===== config.mk =====
export PLATFORM = sky130hd
export DESIGN_NAME = sram_burst_master
export DESIGN_NICKNAME = d
export VERILOG_FILES = /design/src/rtl/sram_burst_master.sv
export SDC_FILE = /design/constraint.sdc
export NUM_CORES = 2
export LEC_CHECK = 0
export BUFFER_PORTS_ARGS = -buffer_cell sky130_fd_sc_hd__buf_2
export CAP_MARGIN = 0
export CORE_AREA = 4 4 407 409
export DETAILED_ROUTE_END_ITERATION = 12
export DIE_AREA = 0 0 411 413
export GPL_TIMING_DRIVEN = 0
export SKIP_LAST_GASP = 1
export SLEW_MARGIN = 20
export SYNTH_ARGS = -nofsm -noshare
export SYNTH_HDL_FRONTEND = slang
export SYNTH_SLANG_ARGS = --single-unit
export TNS_END_PERCENT = 10

===== constraint.sdc =====
create_clock -name clk -period 16.7 [get_ports clk]
set_clock_uncertainty 0.2 [all_clocks]
set_input_delay 1.67 -clock clk [delete_from_list [all_inputs] [get_ports clk]]
set_output_delay 1.67 -clock clk [all_outputs]
set_load 0.1 [all_outputs]

===== src/rtl/sram_burst_master.sv =====
// Burst initiator for a single-port SRAM wrapper. It turns burst commands and valid/ready data streams
// into per-cycle wen/ren strobes and returns read data through a credit-protected fall-through buffer.
module sram_burst_master #(
  parameter int DATA_BIT = 256,
  parameter int DEPTH    = 128,
  parameter int ADDR_BIT = $clog2(DEPTH),
  parameter int RD_LAT   = 2,
  parameter int OBUF     = RD_LAT + 2
) (
  input  logic                clk,
  input  logic                rst,
  input  logic                cmd_valid,
  output logic                cmd_ready,
  input  logic                cmd_wr,
  input  logic [ADDR_BIT-1:0] cmd_addr,
  input  logic [ADDR_BIT:0]   cmd_len,
  input  logic                wr_valid,
  output logic                wr_ready,
  input  logic [DATA_BIT-1:0] wr_data,
  output logic                rd_valid,
  input  logic                rd_ready,
  output logic [DATA_BIT-1:0] rd_data,
  output logic [ADDR_BIT-1:0] sram_addr,
  output logic                sram_wen,
  output logic                sram_ren,
  output logic [DATA_BIT-1:0] sram_wdata,
  input  logic [DATA_BIT-1:0] sram_rdata,
  output logic                busy,
  output logic                done
);

  localparam int CNT_BIT = $clog2(OBUF + 1);
  localparam int PTR_BIT = (OBUF > 1) ? $clog2(OBUF) : 1;

  typedef enum logic [1:0] {IDLE, WRITE, READ, DRAIN} state_t;

  state_t                state, state_nxt;
  logic [ADDR_BIT-1:0]   cur, cur_inc;
  logic [ADDR_BIT:0]     remaining;
  logic                  done_nxt;
  logic [RD_LAT-1:0]     vpipe;
  logic [DATA_BIT-1:0]   buf_mem [OBUF];
  logic [PTR_BIT-1:0]    wptr, rptr;
  logic [CNT_BIT-1:0]    count, inflight;
  logic [CNT_BIT:0]      occupied;
  logic                  cmd_fire, wr_fire, issue, credit;
  logic                  rd_tag, empty, push, pop;

  assign cmd_ready  = (state == IDLE);
  assign busy       = (state != IDLE);
  assign wr_ready   = (state == WRITE);
  assign cmd_fire   = cmd_valid & cmd_ready;
  assign wr_fire    = wr_valid & wr_ready;
  assign sram_wen   = wr_fire;
  assign sram_wdata = wr_data;
  assign sram_addr  = cur;
  assign cur_inc    = (cur == ADDR_BIT'(DEPTH - 1)) ? '0 : cur + 1'b1;

  always_comb begin
    inflight = '0;
    for (int unsigned i = 0; i < RD_LAT; i++) inflight = inflight + CNT_BIT'(vpipe[i]);
  end

  // Every issued read owns a buffer slot until it is popped, so a stalled consumer never loses a word.
  assign occupied = (CNT_BIT+1)'(inflight) + (CNT_BIT+1)'(count);
  assign credit   = occupied < (CNT_BIT+1)'(OBUF);
  assign issue    = (state == READ) && (remaining != '0) && credit;
  assign sram_ren = issue;

  // Fall-through buffer: a returning word goes straight out when the buffer is empty.
  assign rd_tag   = vpipe[RD_LAT-1];
  assign empty    = (count == '0);
  assign rd_valid = !empty || rd_tag;
  assign rd_data  = empty ? sram_rdata : buf_mem[rptr];
  assign pop      = rd_ready && !empty;
  assign push     = rd_tag && !(empty && rd_ready);

  always_comb begin
    state_nxt = state;
    done_nxt  = 1'b0;
    unique case (state)
      IDLE: if (cmd_fire) begin
        if (cmd_len == '0) done_nxt = 1'b1;
        else               state_nxt = cmd_wr ? WRITE : READ;
      end
      WRITE: if (wr_fire && remaining == (ADDR_BIT+1)'(1)) begin
        state_nxt = IDLE;
        done_nxt  = 1'b1;
      end
      READ: if (issue && remaining == (ADDR_BIT+1)'(1)) state_nxt = DRAIN;
      DRAIN: if (inflight == '0 && empty) begin
        state_nxt = IDLE;
        done_nxt  = 1'b1;
      end
      default: state_nxt = IDLE;
    endcase
  end

  always_ff @(posedge clk) begin
    if (rst) begin
      state     <= IDLE;
      done      <= 1'b0;
      cur       <= '0;
      remaining <= '0;
      vpipe     <= '0;
      wptr      <= '0;
      rptr      <= '0;
      count     <= '0;
      for (int unsigned i = 0; i < OBUF; i++) buf_mem[i] <= '0;
    end else begin
      state <= state_nxt;
      done  <= done_nxt;
      if (cmd_fire) begin
        cur       <= cmd_addr;
        remaining <= cmd_len;
      end else if (wr_fire || issue) begin
        cur       <= cur_inc;
        remaining <= remaining - 1'b1;
      end
      vpipe[0] <= issue;
      for (int unsigned i = 1; i < RD_LAT; i++) vpipe[i] <= vpipe[i-1];
      if (push) begin
        buf_mem[wptr] <= sram_rdata;
        wptr <= (wptr == PTR_BIT'(OBUF - 1)) ? '0 : wptr + 1'b1;
      end
      if (pop) rptr <= (rptr == PTR_BIT'(OBUF - 1)) ? '0 : rptr + 1'b1;
      if (push && !pop)      count <= count + 1'b1;
      else if (!push && pop) count <= count - 1'b1;
    end
  end

endmodule


==> reports/summary.txt <==
commonest non-fill, non-tap cell in the layout = and2_1
total global routing track utilization = 0.170
CTS tree = built
Worst slew margin = 0.397
final wirelength = 150 mm
fmax = 172 MHz
final core utilization = 0.381
internal power = 0.00550 W
Clock Tree Buf Depth = 3
# rows = 148
post-DP HPWL = 104 mm
YS warnings = 0
Slew Viols, Final = 0
Tightest Pin Transition = 905 ps
post-synthesis adder-cell area fraction = 0.00287
EDFF count, synth = 1,024
CP Max Fanout = 10
GRT overflow = 0
RSZ-0062 raised after global routing = false
internal reg-to-reg setup slack = 12,650 ps
leakage = 25.2 nW
Post-Synth XOR/XNOR Area = 0.000347
DIE WIDTH = 411 um
logic gate share of total power = 0.536
sw frac = 0.541
Critical Path RT = 14,830 ps
syn_area_per_cell = 13.4 um2
status = finished, final reports clean
CP max stage delay = 520 ps
Finished Layout Cells = 7,022
filler cell count = 15,500
Seq pwr share = 0.255
max_cap viols = 0
Arr. time, crit path = 3930 ps
Starting Density = 0.312
drt pass-1 iters = 5
DRT antenna net count = 0
layout cells sized above 1 = 0.334
Yosys reg bits = 1,053
initial antenna violation count = 49
wire per inst = 21.3 um
simple-gate portion of the synthesized area = 0.195
Power Density = 194 nW/um2
clock root buffer = clkbuf_16
Fin. Hold Viols = 0
Crit Path Class = reg -> out
postcts setup bufs = 0
setup violators final = 0
synth-to-layout area growth = 22.2%
CTS Hold Bufs = 0
Synth Area in Compound Gates = 0.00839
cts bufs inserted = 116
PortBufs = 802
Core Footprint = 162,000 um2
clk slew on worst S/H paths = 60 ps
post-synthesis sequential area ratio = 0.620
total power = 0.0120 W
Reg area = 31,300 um2
die area = 170,000 um2
post-CTS resize count = 0
Synth cell types = 62
vias per inst = 4.61
DP Area = 58,000 um2
number of global-route vias before repair = 33,200
NetSw = 0.00649 W
Clock Sink Count = 1,053
drt drc = 0
Post-Synthesis Cells = 3,782
Clk Latency, worst-skew pair = 720 ps
Max IR drop VDD = 0.000307 V
gpl congestion = 0.798
Tmin final = 5800 ps
CP cell instances = or3_1 > clkbuf_1 > clkbuf_2 > clkbuf_1 > nand2_1 > nand2_1 > buf_2
top_reg_cell synth = edfxtp_1
Die H = 413 um
critical path's slowest cell = buf_2
final standard cell area without fillers = 61,800 um2
CP Launch Type = flop
Min-Delay Path Class = reg -> reg
post-synthesis mux area share = 0.115
ys async rst share = 0
largest family of logic cells by synthesized area = simple AND/OR/NAND/NOR gates
Worst path top cell family by delay = buffers and inverters
Nets = 5,274
Crit path buffers/inverters = 4
Vias = 32,400
largest net degree at the start of global routing = 44
CTS HTree Levels = 3
Crit. End Element = output port
num ports = 1,059
multi-input logic area = 16,200 um2
setup_tns = 0 ps
power share of the clock group = 0.209
first-pass GRT wire length = 215 mm
Post-Syn Area = 50,500 um2
first-iteration detailed-routing DRC count = 2,116
Post-Syn Nets = 4,326
most frequent cells in the layout = and2_1, edfxtp_1, buf_2, nand2_1, buf_4
fin crit share = 0.347
Cells after DPL = 6,787
-- worst paths after layout --
kind	from	end	depth (start not counted)
max reg2reg	count[0]$_SDFFE_PP0P_	buf_mem[2][142]$_SDFFCE_PN0P_	9
min reg2reg	vpipe[0]$_SDFF_PP0_	vpipe[1]$_SDFF_PP0_	2
min	vpipe[0]$_SDFF_PP0_	vpipe[1]$_SDFF_PP0_	2
max	count[0]$_SDFFE_PP0P_	rd_data[178]	7
-- power by group through the flow --
stage                     clock [W]  combinational [W]  sequential (W)
after floorplan                   0            0.00504         0.00314
after global placement            0            0.00645         0.00315
after detailed placement          0            0.00650         0.00311
after CTS                   0.00257            0.00651         0.00306
after global routing        0.00268            0.00670         0.00307
final                       0.00251            0.00643         0.00306
-- through the flow --
stage / worst slack (ps) / hold slack [ps]
6_report: 10900 / 294
5_1_grt: 10650 / 326
4_1_cts: 10670 / 293
3_5_place_dp: 11500 / 281
3_3_place_gp: 2440 / 253
2_1_floorplan: 8290 / 234
-- cells by family (layout without fill, tap and decap cells) --
| group | Yosys count | after routing |
|---|---|---|
| AOI/OAI and AO/OA | 57 | 57 |
| xor gates and xnor gates | 2 | 2 |
| adders and majority gates | 11 | 11 |
| buffers and inverters | 509 | 1554 |
| DFF | 1053 | 1053 |
| muxes | 260 | 260 |
| other | 0 | 20 |
| and+or+nand+nor | 1890 | 1890 |
-- flip-flops by register name, summed over array words and instances (netlist names), named ones only --
signal,cells
buf_mem,1024
count,3
done,1
remaining,8
rptr,2
sram_addr,7
state,2
vpipe,2
wptr,2
-- cell type report --
type                    instances  area share
multi-input cells            2220       0.263
inverters                      14    0.000851
diodes                         20    0.000810
clock inverters                66      0.0108
plain buffers                 495      0.0477
flip-flops and latches       1053       0.507
repair buffers                830      0.0766
well taps                    2175      0.0441
clock buffers                 149      0.0490
-- synthesized netlist by cell type (2+ instances only) --
master / count / share of area
and2_1: 1025 / 0.13
edfxtp_1: 1024 / 0.61
nand2_1: 790 / 0.059
buf_4: 257 / 0.038
mux4_2: 256 / 0.11
clkbuf_1: 121 / 0.0090
clkbuf_2: 49 / 0.0049
buf_2: 40 / 0.0040
dfxtp_1: 29 / 0.011
buf_1: 28 / 0.0021
nor2_1: 19 / 0.0014
nand3_1: 16 / 0.0016
inv_1: 12 / 0.00089
ha_1: 10 / 0.0025
o21ai_0: 10 / 0.00099
a21oi_1: 7 / 0.00069
a31oi_1: 6 / 0.00074
o211ai_1: 6 / 0.00089
or3_1: 6 / 0.00074
nor3_1: 5 / 0.00050
or2_2: 5 / 0.00062
mux2i_1: 4 / 0.00079
o311ai_0: 4 / 0.00069
a32oi_1: 3 / 0.00052
nor4_1: 3 / 0.00037
a221oi_1: 2 / 0.00035
a311oi_1: 2 / 0.00035
and3_1: 2 / 0.00025
and3b_1: 2 / 0.00035
and4_1: 2 / 0.00035
nand3b_1: 2 / 0.00030
nor3b_1: 2 / 0.00030
nor4b_1: 2 / 0.00035
o32ai_1: 2 / 0.00035
xor2_1: 2 / 0.00035
-- per-layer routing --
metal  GRT usage  vias to the layer above  wire length (um)
met5           0                        -               166
met3      0.0396                      214             11900
met4      0.0436                       28              3160
li1            -                    15000                 -
met1       0.217                    16100             59700
met2       0.290                     1080             74800
-- worst min-delay path, delay by kind of cell (launching register included) --
kind,cells,cell delay [ps]
flops,1,320
simple gates,1,50
buf+inv,1,80
No activity file was read; power rests on OpenSTA's default activity.
